--- src/rtl/rv32_pkg.sv ---
// Shared RV32I definitions: opcodes, immediate formats and the ID/EX control bundle.
package rv32_pkg;

  localparam logic [6:0] OPC_LUI    = 7'b0110111;
  localparam logic [6:0] OPC_AUIPC  = 7'b0010111;
  localparam logic [6:0] OPC_JAL    = 7'b1101111;
  localparam logic [6:0] OPC_JALR   = 7'b1100111;
  localparam logic [6:0] OPC_BRANCH = 7'b1100011;
  localparam logic [6:0] OPC_LOAD   = 7'b0000011;
  localparam logic [6:0] OPC_STORE  = 7'b0100011;
  localparam logic [6:0] OPC_OP_IMM = 7'b0010011;
  localparam logic [6:0] OPC_OP     = 7'b0110011;

  // Immediate encodings; IMM_NONE yields a zero immediate.
  typedef enum logic [2:0] {
    IMM_I    = 3'd0,
    IMM_S    = 3'd1,
    IMM_B    = 3'd2,
    IMM_U    = 3'd3,
    IMM_J    = 3'd4,
    IMM_NONE = 3'd5
  } imm_type_e;

  // Control bits carried from ID into EX.
  typedef struct packed {
    logic reg_write;
    logic mem_read;
    logic mem_write;
    logic branch;
    logic jump;
    logic alu_src;
    logic illegal;
  } id_ex_ctrl_t;

  localparam id_ex_ctrl_t CTRL_NONE = '0;

endpackage

--- src/rtl/imm_gen.sv ---
// Combinational RV32I immediate generator; all formats sign-extend from instr[31].
module imm_gen
  import rv32_pkg::*;
(
  input  logic      [31:0] instr,
  input  imm_type_e        imm_type,
  output logic      [31:0] imm
);

  // Reassemble the scattered immediate bits for the selected format.
  always_comb begin
    imm = '0;
    case (imm_type)
      IMM_I:   imm = {{20{instr[31]}}, instr[31:20]};
      IMM_S:   imm = {{20{instr[31]}}, instr[31:25], instr[11:7]};
      IMM_B:   imm = {{19{instr[31]}}, instr[31], instr[7], instr[30:25], instr[11:8], 1'b0};
      IMM_U:   imm = {instr[31:12], 12'b0};
      IMM_J:   imm = {{11{instr[31]}}, instr[31], instr[19:12], instr[20], instr[30:21], 1'b0};
      default: imm = '0;
    endcase
  end

endmodule

--- src/rtl/id_stage.sv ---
// RV32I instruction-decode stage: register-file addressing, WB bypass,
// immediate/control decode, load-use hazard detection and the ID/EX register.
//
// Flow control: a slot moves from IF/ID into ID/EX on every rising edge unless
// stall is 1; stall holds IF/ID and inserts a bubble (id_ex_valid=0, controls 0).
// flush squashes the ID slot, wins over stall and forces stall low.
module id_stage
  import rv32_pkg::*;
#(
  parameter int XLEN = 32
)
(
  input  logic            clk,
  input  logic            reset_n,
  input  logic            if_valid,
  input  logic [31:0]     if_instr,
  input  logic [XLEN-1:0] if_pc,
  input  logic            flush,
  input  logic            ex_mem_read,
  input  logic [4:0]      ex_rd,
  input  logic            wb_reg_write,
  input  logic [4:0]      wb_rd,
  input  logic [XLEN-1:0] wb_data,
  output logic [4:0]      rf_rs1,
  output logic [4:0]      rf_rs2,
  input  logic [XLEN-1:0] rf_read_data1,
  input  logic [XLEN-1:0] rf_read_data2,
  output logic            stall,
  output logic            id_ex_valid,
  output logic [XLEN-1:0] id_ex_pc,
  output logic [XLEN-1:0] id_ex_imm,
  output logic [XLEN-1:0] id_ex_rs1_data,
  output logic [XLEN-1:0] id_ex_rs2_data,
  output logic [4:0]      id_ex_rs1,
  output logic [4:0]      id_ex_rs2,
  output logic [4:0]      id_ex_rd,
  output logic [6:0]      id_ex_opcode,
  output logic [2:0]      id_ex_funct3,
  output logic            id_ex_funct7b5,
  output logic            id_ex_reg_write,
  output logic            id_ex_mem_read,
  output logic            id_ex_mem_write,
  output logic            id_ex_branch,
  output logic            id_ex_jump,
  output logic            id_ex_alu_src,
  output logic            id_ex_illegal
);

  logic [6:0]      opcode;
  logic [4:0]      rd;
  logic [2:0]      funct3;
  imm_type_e       imm_type;
  logic [XLEN-1:0] imm;
  logic            uses_rs1;
  logic            uses_rs2;
  id_ex_ctrl_t     dec_ctrl;
  logic [XLEN-1:0] rs1_data;
  logic [XLEN-1:0] rs2_data;
  logic            hazard;

  logic            valid_d,    valid_q;
  id_ex_ctrl_t     ctrl_d,     ctrl_q;
  logic [XLEN-1:0] pc_d,       pc_q;
  logic [XLEN-1:0] imm_d,      imm_q;
  logic [XLEN-1:0] rs1_data_d, rs1_data_q;
  logic [XLEN-1:0] rs2_data_d, rs2_data_q;
  logic [4:0]      rs1_d,      rs1_q;
  logic [4:0]      rs2_d,      rs2_q;
  logic [4:0]      rd_d,       rd_q;
  logic [6:0]      opcode_d,   opcode_q;
  logic [2:0]      funct3_d,   funct3_q;
  logic            funct7b5_d, funct7b5_q;

  assign opcode = if_instr[6:0];
  assign rd     = if_instr[11:7];
  assign funct3 = if_instr[14:12];
  assign rf_rs1 = if_instr[19:15];
  assign rf_rs2 = if_instr[24:20];

  imm_gen u_imm_gen (
    .instr    (if_instr),
    .imm_type (imm_type),
    .imm      (imm)
  );

  // Opcode decode: immediate format, source usage and control bits.
  always_comb begin
    dec_ctrl = CTRL_NONE;
    imm_type = IMM_NONE;
    uses_rs1 = 1'b0;
    uses_rs2 = 1'b0;
    case (opcode)
      OPC_LUI, OPC_AUIPC: begin
        dec_ctrl.reg_write = 1'b1;
        dec_ctrl.alu_src   = 1'b1;
        imm_type           = IMM_U;
      end
      OPC_JAL: begin
        dec_ctrl.reg_write = 1'b1;
        dec_ctrl.alu_src   = 1'b1;
        dec_ctrl.jump      = 1'b1;
        imm_type           = IMM_J;
      end
      OPC_JALR: begin
        dec_ctrl.reg_write = 1'b1;
        dec_ctrl.alu_src   = 1'b1;
        dec_ctrl.jump      = 1'b1;
        uses_rs1           = 1'b1;
        imm_type           = IMM_I;
      end
      OPC_BRANCH: begin
        dec_ctrl.branch = 1'b1;
        uses_rs1        = 1'b1;
        uses_rs2        = 1'b1;
        imm_type        = IMM_B;
      end
      OPC_LOAD: begin
        dec_ctrl.reg_write = 1'b1;
        dec_ctrl.mem_read  = 1'b1;
        dec_ctrl.alu_src   = 1'b1;
        uses_rs1           = 1'b1;
        imm_type           = IMM_I;
      end
      OPC_STORE: begin
        dec_ctrl.mem_write = 1'b1;
        dec_ctrl.alu_src   = 1'b1;
        uses_rs1           = 1'b1;
        uses_rs2           = 1'b1;
        imm_type           = IMM_S;
      end
      OPC_OP_IMM: begin
        dec_ctrl.reg_write = 1'b1;
        dec_ctrl.alu_src   = 1'b1;
        uses_rs1           = 1'b1;
        imm_type           = IMM_I;
      end
      OPC_OP: begin
        dec_ctrl.reg_write = 1'b1;
        uses_rs1           = 1'b1;
        uses_rs2           = 1'b1;
      end
      default: dec_ctrl.illegal = 1'b1;
    endcase
    // Writes to x0 are architecturally discarded, so never request one.
    if (rd == 5'd0) dec_ctrl.reg_write = 1'b0;
  end

  // Operand read with same-cycle WB bypass; x0 is hardwired to zero.
  always_comb begin
    rs1_data = rf_read_data1;
    rs2_data = rf_read_data2;
    if (wb_reg_write && (wb_rd != 5'd0) && (wb_rd == rf_rs1)) rs1_data = wb_data;
    if (wb_reg_write && (wb_rd != 5'd0) && (wb_rd == rf_rs2)) rs2_data = wb_data;
    if (rf_rs1 == 5'd0) rs1_data = '0;
    if (rf_rs2 == 5'd0) rs2_data = '0;
  end

  // Load-use hazard: the load in EX produces a register this instruction reads.
  always_comb begin
    hazard = if_valid && ex_mem_read && (ex_rd != 5'd0) &&
             ((uses_rs1 && (ex_rd == rf_rs1)) || (uses_rs2 && (ex_rd == rf_rs2)));
    stall  = hazard && !flush;
  end

  // ID/EX next state: flush, then stall bubble, then normal capture.
  always_comb begin
    pc_d       = if_pc;
    imm_d      = imm;
    rs1_data_d = rs1_data;
    rs2_data_d = rs2_data;
    rs1_d      = rf_rs1;
    rs2_d      = rf_rs2;
    rd_d       = rd;
    opcode_d   = opcode;
    funct3_d   = funct3;
    funct7b5_d = if_instr[30];
    valid_d    = if_valid;
    ctrl_d     = if_valid ? dec_ctrl : CTRL_NONE;
    if (flush || stall) begin
      valid_d = 1'b0;
      ctrl_d  = CTRL_NONE;
    end
  end

  // ID/EX pipeline register; reset clears every field.
  always_ff @(posedge clk or negedge reset_n) begin
    if (!reset_n) begin
      valid_q    <= 1'b0;
      ctrl_q     <= CTRL_NONE;
      pc_q       <= '0;
      imm_q      <= '0;
      rs1_data_q <= '0;
      rs2_data_q <= '0;
      rs1_q      <= '0;
      rs2_q      <= '0;
      rd_q       <= '0;
      opcode_q   <= '0;
      funct3_q   <= '0;
      funct7b5_q <= 1'b0;
    end else begin
      valid_q    <= valid_d;
      ctrl_q     <= ctrl_d;
      pc_q       <= pc_d;
      imm_q      <= imm_d;
      rs1_data_q <= rs1_data_d;
      rs2_data_q <= rs2_data_d;
      rs1_q      <= rs1_d;
      rs2_q      <= rs2_d;
      rd_q       <= rd_d;
      opcode_q   <= opcode_d;
      funct3_q   <= funct3_d;
      funct7b5_q <= funct7b5_d;
    end
  end

  assign id_ex_valid     = valid_q;
  assign id_ex_pc        = pc_q;
  assign id_ex_imm       = imm_q;
  assign id_ex_rs1_data  = rs1_data_q;
  assign id_ex_rs2_data  = rs2_data_q;
  assign id_ex_rs1       = rs1_q;
  assign id_ex_rs2       = rs2_q;
  assign id_ex_rd        = rd_q;
  assign id_ex_opcode    = opcode_q;
  assign id_ex_funct3    = funct3_q;
  assign id_ex_funct7b5  = funct7b5_q;
  assign id_ex_reg_write = ctrl_q.reg_write;
  assign id_ex_mem_read  = ctrl_q.mem_read;
  assign id_ex_mem_write = ctrl_q.mem_write;
  assign id_ex_branch    = ctrl_q.branch;
  assign id_ex_jump      = ctrl_q.jump;
  assign id_ex_alu_src   = ctrl_q.alu_src;
  assign id_ex_illegal   = ctrl_q.illegal;

endmodule

--- config.mk ---
export PLATFORM = sky130hd
export DESIGN_NAME = id_stage
export DESIGN_NICKNAME = d
export VERILOG_FILES = /design/src/rtl/rv32_pkg.sv /design/src/rtl/imm_gen.sv /design/src/rtl/id_stage.sv
export SDC_FILE = /design/constraint.sdc
export NUM_CORES = 1
export LEC_CHECK = 0
export BUFFER_PORTS_ARGS = -buffer_cell sky130_fd_sc_hd__buf_2
export CAP_MARGIN = 40
export CORE_AREA = 5 5 133 135
export DETAILED_ROUTE_END_ITERATION = 6
export DIE_AREA = 0 0 138 140
export PLACE_DENSITY = 0.71
export SYNTH_ARGS = -nofsm -noshare
export SYNTH_HDL_FRONTEND = slang
export SYNTH_SLANG_ARGS = --single-unit
--- constraint.sdc ---
create_clock -name clk -period 1.7 [get_ports clk]
set_clock_uncertainty 0.15 [all_clocks]
set_input_delay 0.17 -clock clk [delete_from_list [all_inputs] [get_ports clk]]
set_output_delay 0.17 -clock clk [all_outputs]
set_load 0.1 [all_outputs]
==> results of run 1 <==
-- power groups by stage --
stage / Combinational (W) / Sequential [W] / Clock, W
6_report: 0.00279 / 0.00410 / 0.00385
5_1_grt: 0.00291 / 0.00411 / 0.00411
4_1_cts: 0.00277 / 0.00409 / 0.00395
3_5_place_dp: 0.00247 / 0.00417 / 0
3_3_place_gp: 0.00246 / 0.00416 / 0
2_1_floorplan: 0.000309 / 0.00562 / 0
-- state kept, by name (all words and copies together), names as in the netlist, 3 cells and up --
register	cells
id_ex_imm	32
id_ex_funct3	3
id_ex_pc	32
id_ex_rs1_data	32
id_ex_rs2_data	32
id_ex_rd	5
id_ex_opcode	7
id_ex_rs1	5
id_ex_rs2	5
-- stage by stage --
stage               area [um2]  TNS [ns]
finish                   10390   -0.1876
CTS                      10380   -0.1875
global placement          8155    -16.54
floorplan                 5888   -0.2260
detailed placement        8155    -16.41
global route             10380   -0.2133
-- worst paths after layout --
| check | slack (ns) | start | endpoint | depth (start not counted) |
|---|---|---|---|---|
| max | -0.19 | if_instr[4] | stall | 7 |
| min | 0.03 | if_instr[23] | id_ex_rs2[3]$_DFF_PN0_ | 3 |
| max in group asynchronous | 0.72 | reset_n | id_ex_rs1_data[18]$_DFF_PN0_ | 3 |
| min in group asynchronous | 0.08 | reset_n | id_ex_rd[2]$_DFF_PN0_ | 2 |
-- layout by cell type, fill, tap and decap left out, types with 2 or more instances in the layout --
master	n
a21o_1	19
a21oi_1	2
a22o_1	4
and2_1	8
buf_12	6
buf_2	345
buf_4	40
buf_6	2
clkbuf_16	17
clkinv_8	2
clkinvlp_4	2
dfrtp_1	162
dlygate4sd3_1	161
inv_1	2
inv_6	4
inv_8	6
nand2_1	133
nand2b_1	4
nand3_1	7
nand4_1	3
nor2_1	8
nor3_1	7
nor4_1	3
nor4_4	2
o21ai_0	64
o21ai_1	4
or4_1	3
xnor2_1	9
xor2_1	11
-- kinds of logic after synthesis --
logic type / share of synthesized area, %
xor+xnor: 2.976
simple gates: 14.52
compound gates: 10.42
mux: 0.1701
flops: 68.88
buf+inv: 3.040
-- tightest hold or removal path, cell delays in order --
cell and delay [ns]:
buf_2 0.12, buf_4 0.12, buf_4 0.15
-- layout make-up --
cell class	count	share of cell area [%]
antenna	1	0.02409
clock buffer	17	4.096
clock inverter	15	1.735
inverter	2	0.07228
multi-input combinational	311	15.99
sequential	162	39.03
tap	220	2.650
timing repair buffer	554	36.41
-- repair_timing --
action	in CTS	in global routing
hold buffers	161	0
resized for setup	2	1
hold endpoints to repair	312	0
setup endpoints to repair	1	13
pin swaps	1	3
-- routing by layer --
metal / vias up / routed length (um)
li1: 2760 / -
met1: 2798 / 8280
met2: 354 / 11580
met3: 65 / 1831
met4: 0 / 903
met5: - / 0
==> impl_results.md, run 1 <==
- Total of fill cells in the finished design: 1235
- Failing checks: negative setup slack
- Vias in the first global route: 6611
- Hold WS: 0.03484 ns
- Netlist Area Pre-Place: 5886 um2
- Total power: 0.01074 W
- Drt total wl: 22590 um
- Busiest grt layer: met2
- Initial DRC count: 258
- Via count: 5977
- Clk pwr share: 35.8%
- Placeable Area: 16350 um2
- Crit path max-delay cell type: or4_4
- Dpl ws: -0.3595 ns
- Fraction of registers with async set/reset: 100.0%
- DIE AREA: 19320 um2
- CTS root buf: clkbuf_16
- EDFF count, synth: 0
- Final hold vios: 0
- RSZ-0062 raised after global routing: true
- Chip height: 140 um
- Number of iterations in the first detailed-routing pass: 7
- Power Internal: 0.006845 W
- Number of antenna violations at the first check in global routing: 0
- Worst rel slew slack: 41.76%
- CTS tree: built
- # setup viols final: 1
- Share of the synthesized area in the top cell type: 68.88%
- Die Span X: 138 um
- Cells after DPL: 1088
- Grt met1 use: 25.99%
- Setup crit end kind: primary output
- Outcome: finished, violations left
- Post-synthesis cell count: 509
- Share of power burned in registers: 38.2%
- Top-count cell post-synth: dfrtp_1
- Port-buffer cells: 348
- CTS HTree Levels: 4
- Vias/cell: 4.662
- CTS Buf Count: 17
- Sw Pwr: 0.003897 W
- Switching Fraction: 36.28%
- Pin count of the biggest net entering global routing: 65
- Syn. warnings: 0
- Least-Margin Pin Slew: 0.8671 ns
- Post-synthesis cell type count: 42
- CP startpoint kind: input pin
- Multi-input logic area: 1660 um2
- Syn_nets: 685
- Worst Path Class, Setup: input pin to primary output
- Slew Viols, Final: 0
- Starting Density: 36.00%
- Synth-to-Final Area Change: 76.47%
- Met3 Resource Use GR: 7.362%
- Final worst slack: -0.1876 ns
- Synth Area per Inst: 11.56 um2
- WP data arrival: 1.57 ns
- Commonest cells post-synth: dfrtp_1 (162), nand2_1 (133), o21ai_0 (64), a21o_1 (19), clkbuf_1 (18)
- I/O Pins: 349
- PwrDens: 1034 nW/um2
- Wire per inst: 17.62 um
- Post CTS Setup Buffer Count: 0
- Final non-filler cell total: 1282
- Hold crit path type: input pin to flop
- GR Util All Layers: 23.32%
- RePlAce Congestion: 0.8547
- Clock tree buffer depth: 2
- # nets final: 1224
- Num Clock Sinks: 162
- Max-Cap Viols: 0
- Period utilization: 111.0%
- Max Clock Freq: 0.5298 GHz
- Top_reg_cell synth: dfrtp_1
- DP Wirelength: 14670 um
- Sequential element share of the synthesized area: 68.88%
- Row count: 47
- Max VDD drop: 740.7 uV
- Met2 GRT Util: 40.93%
- Crit Path Max Fanout: 2
- First-pass GRT wire length: 35620 um
- Final ANT Viol Nets: 0
- Top cell type by total area after synthesis: dfrtp_1
- Register area: 4054 um2
- Seq cells post-synth: 162
- Post-layout util: 63.53%
- Logic pwr share: 26.0%
- Cell family with most CP delay: simple AND/OR/NAND/NOR gates
- CP peak stage delay: 0.54 ns
- Clock slew at reported path FFs: 0.07 ns
- Fin crit period: 1.888 ns
- Critical Path, Cell by Cell: buf_6 > and2b_2 > a21oi_2 > or4_4 > a21oi_4 > and2b_4 > buf_12
- WP data required: 1.38 ns
- Buffer and inverter count on the worst path: 2
- Leak Pwr: 5.441 nW
- Gr ovfl total: 0
- Share of layout cells above drive strength 1: 41.00%
- Synth area leaders: dfrtp_1 (69%), nand2_1 (8.5%), o21ai_0 (5.4%), a21o_1 (2.4%), xor2_1 (1.6%)
- DRC Markers: 0
(Power assumes the default switching activity.)
==> run 2: changes to the inputs <==
--- a/config.mk
+++ b/config.mk
@@ -7,10 +7,11 @@
 export LEC_CHECK = 0
 export BUFFER_PORTS_ARGS = -buffer_cell sky130_fd_sc_hd__buf_2
 export CAP_MARGIN = 40
-export CORE_AREA = 5 5 133 135
+export CORE_AREA = 5 5 134 136
 export DETAILED_ROUTE_END_ITERATION = 6
-export DIE_AREA = 0 0 138 140
-export PLACE_DENSITY = 0.71
+export DIE_AREA = 0 0 139 141
+export PLACE_DENSITY = 0.72
 export SYNTH_ARGS = -nofsm -noshare
 export SYNTH_HDL_FRONTEND = slang
+export SYNTH_HIERARCHICAL = 1
 export SYNTH_SLANG_ARGS = --single-unit
==> impl_results.md, run 2 <==
- Outcome: finished, violations left
- Failing checks: negative setup slack
- Post-Layout Inst Area: 10720 um2 (+3.3%)
- Max VDD drop: 632.1 uV (-15%)
- Switching Fraction: 37.35% (+1.1 points)
- CTS tree: built
- Final hold vios: 0 (unchanged)
- Cells after DPL: 1149 (+5.6%)
- Max-Cap Viols: 0 (unchanged)
- Busiest grt layer: met2
- Worst rel slew slack: 60.43% (+19 points)
- Met3 Resource Use GR: 6.886% (-0.48 points)
- Initial DRC count: 470 (+82%)
- Leak Pwr: 5.456 nW (+0.26%)
- EDFF count, synth: 0 (unchanged)
- First-pass GRT wire length: 38220 um (+7.3%)
- Drt total wl: 24130 um (+6.8%)
- Worst Path Class, Setup: input pin to primary output
- Final non-filler cell total: 1344 (+4.8%)
- WP data required: 1.38 ns (about the same)
- Via count: 6391 (+6.9%)
- Sequential element share of the synthesized area: 66.18% (-2.7 points)
- Share of power burned in registers: 38.2% (about the same)
- Starting Density: 36.43% (+0.43 points)
- CTS root buf: clkbuf_16
- Hold crit path type: input pin to flop
- Max Clock Freq: 0.5675 GHz (+7.1%)
- Top_reg_cell synth: dfrtp_1
- Period utilization: 103.7% (-7.4 points)
- PwrDens: 1003 nW/um2 (-3.0%)
- Syn. warnings: 6 (+6)
- Power Internal: 0.006740 W (-1.5%)
- CTS HTree Levels: 4 (unchanged)
- Synth-to-Final Area Change: 75.06%
- Synth Area per Inst: 10.88 um2 (-5.9%)
- Post-synthesis cell count: 563 (+11%)
- Crit Path Max Fanout: 3 (+1)
- Netlist Area Pre-Place: 6126 um2 (+4.1%)
- Gr ovfl total: 0 (unchanged)
- Final worst slack: -0.06206 ns (+0.1255 ns)
- RePlAce Congestion: 0.9159 (+7.2%)
- Total of fill cells in the finished design: 1252 (+1.4%)
- Port-buffer cells: 348 (unchanged)
- CP startpoint kind: input pin
- Register area: 4054 um2 (unchanged)
- Placed instance area: 8473 um2 (+3.9%)
- Least-Margin Pin Slew: 0.5923 ns (-0.2748 ns)
- WP data arrival: 1.44 ns (-0.13 ns)
- # setup viols final: 1 (unchanged)
- Syn_nets: 739 (+7.9%)
- Fin crit period: 1.762 ns (-0.1255 ns)
- Most frequent cells in the layout: buf_2 (340), dfrtp_1 (162), dlygate4sd3_1 (160), nand2_1 (158), o21ai_0 (62)
- Synth area leaders: dfrtp_1 (66%), nand2_1 (9.7%), o21ai_0 (5.1%), xor2_1 (1.6%), a21oi_1 (1.5%)
- Wire per inst: 17.96 um (+1.9%)
- Met2 GRT Util: 41.65% (+0.72 points)
- Slew Viols, Final: 0 (unchanged)
- Pin count of the biggest net entering global routing: 65 (unchanged)
- Setup crit end kind: primary output
- Share of the synthesized area in the top cell type: 66.18% (-2.7 points)
- Die Span X: 139 um (+0.72%)
- Hold path endpoint: id_ex_imm[16]$_DFF_PN0_
- DIE AREA: 19600 um2 (+1.4%)
- Top-count cell post-synth: dfrtp_1
- CTS Buf Count: 17 (unchanged)
- Seq cells post-synth: 162 (unchanged)
- Row count: 48 (+2.1%)
- Hold_sp: if_instr[16]
- Sw Pwr: 0.004019 W (+3.1%)
- Post-synthesis cell type count: 40 (-4.8%)
- Vias/cell: 4.755 (+2.0%)
- Clock tree buffer depth: 2 (unchanged)
- Placeable Area: 16820 um2 (+2.9%)
- Clock slew at reported path FFs: 0.07 ns (about the same)
- RSZ-0062 raised after global routing: true
- DP Wirelength: 15530 um (+5.9%)
- Vias in the first global route: 6942 (+5.0%)
- Num Clock Sinks: 162 (unchanged)
- I/O Pins: 349 (unchanged)
- Most common cell after layout, fill and taps aside: buf_2
- Multi-input logic area: 1838 um2 (+11%)
- GR Util All Layers: 24.66% (+1.3 points)
- Hold Path Cell Cnt: 3 (unchanged)
- Clk pwr share: 34.7% (-1.1 points)
- Commonest cells post-synth: dfrtp_1 (162), nand2_1 (158), o21ai_0 (62), a21oi_1 (18), nor2_1 (14)
- DRC Markers: 0 (unchanged)
- Grt met1 use: 29.49% (+3.5 points)
- Final ANT Viol Nets: 0 (unchanged)
- Top cell type by total area after synthesis: dfrtp_1
- Share of layout cells above drive strength 1: 40.47% (-0.53 points)
- Fraction of registers with async set/reset: 100.0% (unchanged)
- Number of antenna violations at the first check in global routing: 2 (+2)
- Logic pwr share: 27.1% (+1.1 points)
- Chip height: 141 um (+0.71%)
- Number of iterations in the first detailed-routing pass: 5 (-2)
- # nets final: 1280 (+4.6%)
-- run 2: changes by cell type in the layout (fill, tap and decap cells not counted), sizes merged, moves of 4 or more --
cell	previous run	this run
a22o	4	0
and2	8	3
o22ai	1	12
nand2	133	158
a21oi	4	19
a21o	19	0
mux2	0	4
nor2	8	14
buf	393	404
nor2b	1	9
-- run 2: metrics by stage --
step | TNS (ns) | power, W | setup WS, ns | hold WS, ns | utilization, %
6_report | -0.06206 | 0.01076 | -0.06206 | 0.02384 | 63.77
5_1_grt | -0.1431 | 0.01113 | -0.1431 | 0.04262 | 63.77
4_1_cts | -0.1887 | 0.01081 | -0.1037 | 0.003579 | 63.66
3_5_place_dp | -9.795 | 0.006755 | -0.2296 | -0.04323 | 50.39
3_3_place_gp | -6.733 | 0.006736 | -0.1665 | -0.05076 | 50.39
2_1_floorplan | -0.4171 | 0.006018 | -0.1654 | -0.2756 | -
-- run 2: kinds of logic after synthesis --
kind of cell / share of synthesized area, %
AO/OA/AOI/OAI: 9.641
XOR/XNOR: 2.860
adder cells (fa/ha/maj): 0.1838
buffers and inverters: 4.248
flip-flops: 66.18
multiplexers: 0.8986
AND/OR/NAND/NOR: 15.99
-- run 2: worst max-delay path: stages --
cell and delay (ns):
buf_6 0.10, xor2_1 0.15, nor4_1 0.29, nand4_1 0.14
a21oi_2 0.21, nor2b_4 0.20, buf_12 0.18
-- run 2: timing repair --
item                                   4_1_cts  5_1_grt
setup endpoints to repair                    1        2
gates cloned                                 0        0
pin swaps                                    4        1
endpoints found under the hold margin      317        0
setup buffers                                1        0
hold buffers                               160        0
gates resized for setup                     10        4
-- run 2: how the worst max path moves through the flow --
| stage | endpoint | cells past startpoint | startpoint | slack (ns) |
|---|---|---|---|---|
| finish | stall | 7 | ex_rd[4] | -0.06 |
| detailed placement | id_ex_imm[25]$_DFF_PN0_ | 8 | if_instr[6] | -0.23 |
| global route | stall | 7 | ex_rd[1] | -0.14 |
| CTS | stall | 7 | ex_rd[4] | -0.10 |
| global placement | id_ex_imm[22]$_DFF_PN0_ | 8 | if_instr[5] | -0.17 |
| floorplan | stall | 5 | if_instr[4] | -0.17 |
-- run 2: area by class of cell --
class                      instances  share of cell area (%)
tap                              225                   2.625
clock buffer                      17                   3.967
sequential                       162                   37.80
inverter                           6                  0.2100
timing repair buffer             564                   36.71
multi-input combinational        353                   17.14
antenna                            2                 0.04667
clock inverter                    15                   1.505
-- run 2: power by group through the flow --
stage	Clock, W	Combinational [W]	Sequential, W
5_1_grt	0.00397	0.00303	0.00413
4_1_cts	0.00381	0.00289	0.00410
3_5_place_dp	0	0.00258	0.00418
2_1_floorplan	0	0.000340	0.00568
6_report	0.00373	0.00292	0.00411
3_3_place_gp	0	0.00257	0.00417
-- run 2: per-layer routing --
metal  wire (um)  vias to the layer above
met4         997                        0
met2       12270                      371
li1            -                     2926
met5           0                        -
met1        9221                     3014
met3        1647                       80
==> run 3: changes to the inputs <==
--- a/config.mk
+++ b/config.mk
@@ -10,6 +10,7 @@
 export CORE_AREA = 5 5 134 136
 export DETAILED_ROUTE_END_ITERATION = 6
 export DIE_AREA = 0 0 139 141
+export HOLD_SLACK_MARGIN = 0.05
 export PLACE_DENSITY = 0.72
 export SYNTH_ARGS = -nofsm -noshare
 export SYNTH_HDL_FRONTEND = slang
==> constraint.sdc (replaced) <==
create_clock -name clk -period 1.5 [get_ports clk]
set_clock_uncertainty 0.15 [all_clocks]
set_input_delay 0.15 -clock clk [delete_from_list [all_inputs] [get_ports clk]]
set_output_delay 0.15 -clock clk [all_outputs]
set_load 0.1 [all_outputs]
==> impl_results.md, run 3 (synthesized netlist as in run 2, its figures left out) <==
- WP data arrival: 1.41 ns (-0.03 ns)
- Period utilization: 114.1%
- Max-Cap Viols: 0 (unchanged)
- Number of antenna violations at the first check in global routing: 1 (-1)
- Setup TNS: -0.2373 ns (-0.1753 ns)
- First-pass GRT wire length: 39410 um (+3.1%)
- Wire per inst: 19.77 um (+10%)
- Final worst slack: -0.2116 ns (-0.1496 ns)
- Num Clock Sinks: 162 (unchanged)
- Via count: 6720 (+5.1%)
- CTS root buf: clkbuf_16
- Number of iterations in the first detailed-routing pass: 5 (unchanged)
- DIE AREA: 19600 um2 (unchanged)
- PwrDens: 1107 nW/um2 (+10%)
- Drt total wl: 26950 um (+12%)
- Slew Viols, Final: 0 (unchanged)
- Placeable Area: 16820 um2 (unchanged)
- Final ANT Viol Nets: 0 (unchanged)
- Most frequent cells in the layout: buf_2 (179), dlygate4sd3_1 (168), dfrtp_1 (162), nand2_1 (158), buf_4 (117)
- Pin count of the biggest net entering global routing: 64 (-1.5%)
- RePlAce Congestion: 0.8615 (-5.9%)
- Failing checks: negative setup slack
- Cells after DPL: 1157 (+0.70%)
- Chip height: 141 um (unchanged)
- Max VDD drop: 773.3 uV (+22%)
- DP Wirelength: 15520 um (about the same)
- Setup crit end kind: primary output
- GR Util All Layers: 25.80% (+1.1 points)
- Vias/cell: 4.930 (+3.7%)
- Initial DRC count: 407 (-13%)
- Die Span X: 139 um (unchanged)
- Register area: 4054 um2 (unchanged)
- Buffer and inverter count on the worst path: 2 (unchanged)
- CP startpoint kind: input pin
- CTS HTree Levels: 4 (unchanged)
- Port-buffer cells: 348 (unchanged)
- Total of fill cells in the finished design: 1173 (-6.3%)
- Starting Density: 36.43% (unchanged)
- Gr ovfl total: 0 (unchanged)
- # nets final: 1299 (+1.5%)
- Total power: 0.01270 W (+18%)
- Cell family with most CP delay: simple AND/OR/NAND/NOR gates
- Share of layout cells above drive strength 1: 41.29% (+0.82 points)
- Row count: 48 (unchanged)
- CTS Buf Count: 17 (unchanged)
- Clock slew at reported path FFs: 0.07 ns (about the same)
- Multi-input logic area: 1873 um2 (+1.9%)
- Worst rel slew slack: 63.32% (+2.9 points)
- Fin crit period: 1.712 ns
- Critical Path, Cell by Cell: buf_2 > xor2_1 > nor4_2 > nand4_1 > a21oi_2 > nor2b_4 > buf_12
- Leak Pwr: 5.712 nW (+4.7%)
- # setup viols final: 2 (+1)
- CTS tree: built
- RSZ-0062 raised after global routing: true
- Max Clock Freq: 0.5842 GHz
- Worst Path Class, Setup: input pin to primary output
- Crit Path Max Fanout: 3 (unchanged)
- DRC Markers: 0 (unchanged)
- I/O Pins: 349 (unchanged)
- Crit path max-delay cell type: nor4_2
- WP data required: 1.20 ns (-0.18 ns)
- Vias in the first global route: 7173 (+3.3%)
- Hold crit path type: input pin to asynchronous set/reset pin
- Least-Margin Pin Slew: 0.5490 ns (-0.04325 ns)
- Most common cell after layout, fill and taps aside: buf_2
- Final non-filler cell total: 1363 (+1.4%)
- Worst path depth: 7 (unchanged)
- Synth-to-Final Area Change: 87.30%
- CP peak stage delay: 0.24 ns (-0.05 ns)
- Outcome: finished, violations left
- Final hold vios: 0 (unchanged)
- Clock tree buffer depth: 2 (unchanged)
==> run 3: layer usage <==
layer | track usage, % | vias to the layer above | share of wire, %
met4 | 10.66 | 0 | 4.2
li1 | - | 2964 | -
met2 | 47.00 | 437 | 54
met5 | 0 | - | 0
met1 | 27.98 | 3216 | 34
met3 | 7.768 | 103 | 7.8
==> run 3: metrics by stage <==
step	util [%]	hold WS, ns	cell area (um2)	worst slack [ns]
after floorplan	-	-0.2956	6173	-0.3253
after global placement	51.29	-0.06565	8626	-0.4024
after detailed placement	51.29	-0.06030	8626	-0.4057
after CTS	66.25	0.03235	11140	-0.2739
after global routing	68.21	0.05061	11470	-0.3225
final	68.23	0.04111	11470	-0.2116
==> run 3: layout make-up <==
cell class / count / area share [%]
Tap cell: 225 / 2.454
Clock inverter: 15 / 1.712
Clock buffer: 17 / 3.708
Timing Repair Buffer: 583 / 40.23
Sequential cell: 162 / 35.33
Antenna cell: 2 / 0.04362
Multi-Input combinational cell: 353 / 16.33
Inverter: 6 / 0.1963
==> run 3: final timing paths <==
kind | startpoint | to | slack, ns
setup / recovery | if_instr[22] | stall | -0.21
hold / removal | reset_n | id_ex_opcode[6]$_DFF_PN0_ | 0.04
max in group asynchronous | reset_n | id_ex_imm[0]$_DFF_PN0_ | 0.20
min in group clk | if_instr[23] | id_ex_imm[23]$_DFF_PN0_ | 0.07
==> run 3: power by group <==
group,switching (W),leakage [nW],total [W],internal [W]
Combinational,0.00255,3.43,0.00355,0.000998
Clock,0.00218,0.302,0.00448,0.00230
Sequential,0.0000889,1.98,0.00468,0.00459
==> run 3: what timing repair did <==
action                                  in CTS  in global routing
hold buffers                               170                  0
gates cloned                                 0                  1
endpoints found under the setup margin      63                156
resized for setup                           69                114
pin swaps                                    4                  7
endpoints found under the hold margin      321                  0
buffers inserted                             1                  1
